## src/rtl/mmio_initiator.sv

```systemverilog
// mmio_initiator: host-side MMIO requester used as the on-chip host model for
// loopback and self-test of an AFU register map.
//
// Ports:
//   clk, rst_n       clock and asynchronous active-low reset
//   cmd_*            one command at a time; valid/ready handshake, ready only in IDLE
//   mmio_wr_valid    one-cycle write request pulse toward the AFU
//   mmio_rd_valid    one-cycle read request pulse toward the AFU
//   mmio_addr/tid/wdata
//                    request fields, stable from one issue to the next
//   rsp_*            read responses from the AFU, matched by TID
//   done_*           one-cycle completion pulse with error flag and read data
//   unsolicited_cnt  saturating count of responses not matching an outstanding read
module mmio_initiator #(
  parameter int TIMEOUT_CYCLES = 256,
  parameter int TID_W          = 9,
  parameter int ADDR_W         = 16
) (
  input  logic              clk,
  input  logic              rst_n,
  input  logic              cmd_valid,
  output logic              cmd_ready,
  input  logic              cmd_write,
  input  logic [ADDR_W-1:0] cmd_addr,
  input  logic [63:0]       cmd_wdata,
  output logic              mmio_wr_valid,
  output logic              mmio_rd_valid,
  output logic [ADDR_W-1:0] mmio_addr,
  output logic [TID_W-1:0]  mmio_tid,
  output logic [63:0]       mmio_wdata,
  input  logic              rsp_valid,
  input  logic [TID_W-1:0]  rsp_tid,
  input  logic [63:0]       rsp_data,
  output logic              done_valid,
  output logic              done_error,
  output logic [63:0]       done_rdata,
  output logic [7:0]        unsolicited_cnt
);

  localparam int TMO_W = (TIMEOUT_CYCLES > 2) ? $clog2(TIMEOUT_CYCLES) : 1;
  localparam logic [TMO_W-1:0] TMO_LAST = TMO_W'(TIMEOUT_CYCLES - 1);

  typedef enum logic [1:0] {
    S_IDLE,
    S_ISSUE,
    S_WAIT_RSP,
    S_DONE
  } state_t;

  state_t            state, state_nxt;
  logic              is_write;
  logic              err_q;
  logic [63:0]       rdata_q;
  logic [TID_W-1:0]  tid_cnt;
  logic [TMO_W-1:0]  tmo_cnt;
  logic              accept;
  logic              rsp_match;
  logic              tmo_hit;

  function automatic logic [7:0] sat_inc(input logic [7:0] v);
    return (v == 8'hFF) ? v : v + 8'd1;
  endfunction

  always_ff @(posedge clk or negedge rst_n) begin
    if (!rst_n) state <= S_IDLE;
    else        state <= state_nxt;
  end

  always_comb begin
    state_nxt     = state;
    cmd_ready     = 1'b0;
    mmio_wr_valid = 1'b0;
    mmio_rd_valid = 1'b0;
    done_valid    = 1'b0;
    accept        = 1'b0;
    rsp_match     = 1'b0;
    tmo_hit       = (tmo_cnt == TMO_LAST);
    case (state)
      S_IDLE: begin
        cmd_ready = 1'b1;
        if (cmd_valid) begin
          accept    = 1'b1;
          // Misaligned 64-bit access completes with an error without touching the bus.
          state_nxt = cmd_addr[0] ? S_DONE : S_ISSUE;
        end
      end
      S_ISSUE: begin
        if (is_write) begin
          mmio_wr_valid = 1'b1;
          state_nxt     = S_DONE;
        end else begin
          mmio_rd_valid = 1'b1;
          state_nxt     = S_WAIT_RSP;
        end
      end
      S_WAIT_RSP: begin
        rsp_match = rsp_valid && (rsp_tid == mmio_tid);
        // A match on the expiry cycle still completes successfully.
        if (rsp_match || tmo_hit) state_nxt = S_DONE;
      end
      S_DONE: begin
        done_valid = 1'b1;
        state_nxt  = S_IDLE;
      end
      default: state_nxt = S_IDLE;
    endcase
  end

  // ---- control and request-field registers ----
  always_ff @(posedge clk or negedge rst_n) begin
    if (!rst_n) begin
      is_write        <= 1'b0;
      err_q           <= 1'b0;
      mmio_addr       <= '0;
      mmio_tid        <= '0;
      mmio_wdata      <= '0;
      tid_cnt         <= '0;
      tmo_cnt         <= '0;
      unsolicited_cnt <= 8'd0;
    end else begin
      if (accept) begin
        is_write <= cmd_write;
        err_q    <= cmd_addr[0];
        // Request fields only move when a request will actually be issued.
        if (!cmd_addr[0]) begin
          mmio_addr  <= cmd_addr;
          mmio_tid   <= tid_cnt;
          mmio_wdata <= cmd_wdata;
        end
      end
      if (state == S_ISSUE && !is_write) begin
        tid_cnt <= tid_cnt + TID_W'(1);
        tmo_cnt <= '0;
      end
      if (state == S_WAIT_RSP) begin
        if (!tmo_hit) tmo_cnt <= tmo_cnt + TMO_W'(1);
        if (rsp_match)    err_q <= 1'b0;
        else if (tmo_hit) err_q <= 1'b1;
      end
      if (rsp_valid && !rsp_match) unsolicited_cnt <= sat_inc(unsolicited_cnt);
    end
  end

  // ---- read data capture (no reset; only observed through the DONE gate) ----
  always_ff @(posedge clk) begin
    if (accept)         rdata_q <= '0;
    else if (rsp_match) rdata_q <= rsp_data;
    else if (state == S_WAIT_RSP && tmo_hit) rdata_q <= '0;
  end

  assign done_error = done_valid & err_q;
  assign done_rdata = done_valid ? rdata_q : 64'd0;

endmodule
```

## config.mk

```make
export PLATFORM = sky130hd
export DESIGN_NAME = mmio_initiator
export DESIGN_NICKNAME = d
export VERILOG_FILES = /design/src/rtl/mmio_initiator.sv
export SDC_FILE = /design/constraint.sdc
export NUM_CORES = 1
export LEC_CHECK = 0
export ABC_AREA = 1
export BUFFER_PORTS_ARGS = -buffer_cell sky130_fd_sc_hd__clkbuf_2
export CORE_MARGIN = 8
export CORE_UTILIZATION = 53
export DETAILED_ROUTE_END_ITERATION = 6
export HOLD_SLACK_MARGIN = 0.08
export PLACE_DENSITY = 0.88
export SLEW_MARGIN = 20
export SYNTH_ARGS = -nofsm -noshare
export SYNTH_HDL_FRONTEND = slang
export SYNTH_SLANG_ARGS = --single-unit
```

## constraint.sdc

```tcl
create_clock -name clk -period 2.8 [get_ports clk]
set_input_delay 0.56 -clock clk [delete_from_list [all_inputs] [get_ports clk]]
set_output_delay 0.56 -clock clk [all_outputs]
set_load 0.05 [all_outputs]
```

# == After elaboration in Yosys (flattened, before gate mapping) ==
# Index checks and enable logic that the tools add are counted.
# totals
in_bits,158
regBits,181
out_inout_bits,166
# classes
n_mux,24
reduce_logical,12
addsub,3
bitwise_logic,3
n_eq_ne,8
# ops
op,n
$mux 64,3
$mux 8,3
$add 8x1->8 const B,2
$eq 8x8->1 const B,2
$mux 1,14
$add 9x1->9 const B,1
$eq 9x9->1,1
$pmux 2 s4,1
$mux 2,3
$reduce_and 2->1,3
$eq 2x2->1 const B,2
$logic_and 1x1->1,4
$ne 2x2->1 const B,2
$eq 2x1->1 const B,1
$logic_not 1->1,2
$logic_not 2->1,1
$not 1->1,2
$reduce_bool 2->1,1
$and 1x1->1,1
$logic_or 1x1->1,1

# == Longest topological paths before layout ==
# logic_depth
depth_word,6
mapped_depth,11

# == Worst setup path before layout ==
# Ideal clock, no wire load.
# synth_timing
path_kind,flip-flop to output port
start,reg state[1]
end,out done_rdata[14]
n_path_buf,2
stages_incl_launch_ff,6
t_arrival_ps,1875
setup_slack_ps,365
path_cell_list,dfrtp_1 ha_1 clkbuf_1 buf_1 nand2_1 inv_1
# synth_between
elab_chain_len,3
# synth_rtl
item,line,rtl
start: declaration,50,"state_t state, state_nxt;"
start signal: assignment,66,else state <= state_nxt;
$eq 2x2->1,78,case (state)
$mux 1,78,
net done_valid,34,"output logic done_valid,"
$mux 64,152,assign done_rdata = done_valid ? rdata_q : 64'd0;
end: declaration,36,"output logic [63:0] done_rdata,"
# The timed path passes the listed nets, and every way through them passes these cells.

# == Worst setup path after layout ==
# layout_timing
start,reg state[1]
end,out done_rdata[0]
# layout_between
elab_chain_len,3
# layout_rtl
item,line
$eq 2x2->1,78
$mux 1,78
$mux 64,152
# No other way between the ends.

==> flow_metrics.env <==
export IMPL_design_area_mm2=0.0105
export IMPL_cts_hold_buf=0
export IMPL_drtPass1Iterations=4
export IMPL_vias_per_cell=5.37
export IMPL_ys_async_sr_fraction_pct=64.6
export IMPL_min_path_type="in2async"
export IMPL_crit_required_ns=2.24
export IMPL_placed_area_mm2=0.00985
export IMPL_diodes=0
export IMPL_coreArea_mm2=0.0151
export IMPL_antenna_left=0
export IMPL_cts_max_level=4
export IMPL_post_cts_setup_buffers=0
export IMPL_worstMarginPinSlew_ns=0.574
export IMPL_start_util_pct=54.2
export IMPL_gp_congestion=0.853
export IMPL_die_w_um=140
export IMPL_grt_use_met1_pct=25.1
export IMPL_setup_violations=0
export IMPL_path_class="reg2out"
export IMPL_synth_seq_area_share_pct=51.3
export IMPL_grt_pass1_vias=7185
export IMPL_critPathLaunchType="register"
export IMPL_cp_arrival_ns=1.87
export IMPL_clk_latency_ns=0.42
export IMPL_clkTransAtPathRegs_ns=0.08
export IMPL_cts_buffers=17
export IMPL_clockRootBuffer="clkbuf_16"
export IMPL_synth_top_area_share_pct=35.7
export IMPL_grt_pass1_wl_mm=37.1
export IMPL_portBuffers=322
export IMPL_cts_sinks=181
export IMPL_reg2reg_depth=6
export IMPL_met3_usage_pct=9.55
export IMPL_post_drt_wl_per_cell_um=17.5
export IMPL_dieArea_mm2=0.0197
export IMPL_crit_path_end_kind="output pin"
export IMPL_fin_crit_ns=2.43
export IMPL_drc=0
export IMPL_overflow=0
export IMPL_status="finished clean"
export IMPL_clockBufferDepth=2
export IMPL_synth_cell_area_mm2=0.00821
export IMPL_avgSynthCellArea_um2=9.41
export IMPL_synth_seq_cells=181
export IMPL_p_total_mw=11.6
export IMPL_pwr_density_cell_mw_per_mm2=1110
export IMPL_synth_edf_count=0
export IMPL_row_count=45
export IMPL_drt_iter0_drc=474
export IMPL_use_met2_pct=40.8
export IMPL_ios=324
export IMPL_grt_most_used_layer="met2"
export IMPL_hold_viol=0
export IMPL_fin_ws_ns=0.367
export IMPL_antenna_found_initial=0
export IMPL_ys_warn_count=0
export IMPL_final_layout_size_suffix_gt1_share_pct=39.6
export IMPL_finalSetupTns_ns=0
export IMPL_synthFlopType="dfrtp_1"
export IMPL_max_freq_mhz=411
export IMPL_final_common_cell="clkbuf_2"
export IMPL_dp_hpwl_mm=17.6
export IMPL_tritoncts="built"
export IMPL_finalWirelength_mm=23.9
export IMPL_grt_max_degree=67
export IMPL_grtUsageTotal_pct=23.4
export IMPL_syn_nets=1039
export IMPL_post_place_ws_ns=0.681
export IMPL_vias=7342
export IMPL_ir_drop_v=0.00117
export IMPL_area_growth_pct=27.3
export IMPL_synth_area_leaders="dfrtp_1 (36%), dfxtp_1 (16%), mux2_2 (11%)"
export IMPL_final_cell_mix="clkbuf_2 (321), nand2_1 (144), dfrtp_1 (117), inv_1 (97), nand3_1 (80)"
export IMPL_worstPathMaxFanout=66
export IMPL_fin_skew_ns=0.00915
export IMPL_rsz0062_at_grt="no"
export IMPL_p_leak_nw=5.56
export IMPL_slew_headroom_pct=61.8
export IMPL_synth_cells=873
export IMPL_ys_types=32
export IMPL_fin_crit_sh_pct=86.9
export IMPL_nets=1332
export IMPL_max_cap_violations=0
export IMPL_ctsResizeCount=0
export IMPL_synth_top_cell_by_area="dfrtp_1"
export IMPL_slew_violations=0
export IMPL_die_y_um=140
==> layout make-up <==
class,count,area [um2]
sequential,181,4210
clock buffer,17,425
clock inverter,15,185
timing repair buffer,336,1810
inverter,103,387
fill,1153,4690
multi-input combinational,527,3210
tap,188,235
==> synth_stat cells, types with 4 or more instances <==
library cell	n
inv_1	98
xor2_1	10
clkbuf_1	14
a21oi_1	72
buf_2	23
buf_6	20
buf_1	4
dfxtp_1	64
inv_2	5
nand3_1	80
dfrtp_1	117
nand4_1	73
o21ai_0	13
nor2_1	19
ha_1	8
nand2_1	144
xnor2_1	4
mux2_2	78
==> routing by layer <==
layer | vias to the layer above | share of wire (%)
li1 | 3490 | -
met1 | 3449 | 36
met2 | 371 | 50
met3 | 32 | 12
met4 | 0 | 2.3
met5 | - | 0
==> critical path, cell delays in order, from the launching register on <==
cell and delay, ns:
dfrtp_1 0.42, ha_2 0.22, buf_12 0.25, nand2_1 0.16, inv_1 0.07, clkbuf_2 0.28
==> power breakdown <==
| group | switching, mW | internal, mW | total [mW] |
|---|---|---|---|
| clock network | 1.13 | 1.29 | 2.41 |
| registers | 0.502 | 3.35 | 3.85 |
| logic | 4.00 | 1.36 | 5.36 |
==> sequential cells by signal (all words and copies together) (netlist names) <==
name             cells
mmio_wdata          64
rdata_q             64
mmio_addr           15
mmio_tid             9
tid_cnt              9
tmo_cnt              8
unsolicited_cnt      8
state                2
err_q                1
is_write             1
==> logic make-up (layout without fill, tap and decap cells) <==
kind of cell | Yosys count | count (layout) | share of synthesized area (%)
simple gates | 332 | 332 | 19.5
flops | 181 | 181 | 51.3
buf+inv | 165 | 471 | 9.77
compound gates | 91 | 91 | 5.64
mux | 81 | 81 | 11.1
xor+xnor | 14 | 14 | 1.49
fa+ha+maj | 8 | 8 | 1.22
other cells | 1 | 1 | 0.0457
==> worst paths after layout <==
path | startpoint | endpoint | slack, ns
max | state[1] | done_rdata[0] | 0.37
min | rst_n | mmio_wdata[31] | 0.13
max reg2reg | state[0] | mmio_wdata[9] | 0.68
min reg2reg | rdata_q[55] | rdata_q[55] | 0.48
max in group asynchronous | rst_n | is_write | 1.97
min in group clk | cmd_wdata[14] | mmio_wdata[14] | 0.36
==> through the flow <==
| step | hold slack, ns | util (%) | cells |
|---|---|---|---|
| 2_1_floorplan | 0.264 | - | 873 |
| 3_3_place_gp | 0.466 | 65.0 | 1335 |
| 3_5_place_dp | 0.473 | 65.0 | 1335 |
| 4_1_cts | 0.131 | 69.0 | 1367 |
| 5_1_grt | 0.156 | 69.0 | 1367 |
| 6_report | 0.128 | 69.0 | 1367 |
Power figures use the tool's default switching activity.
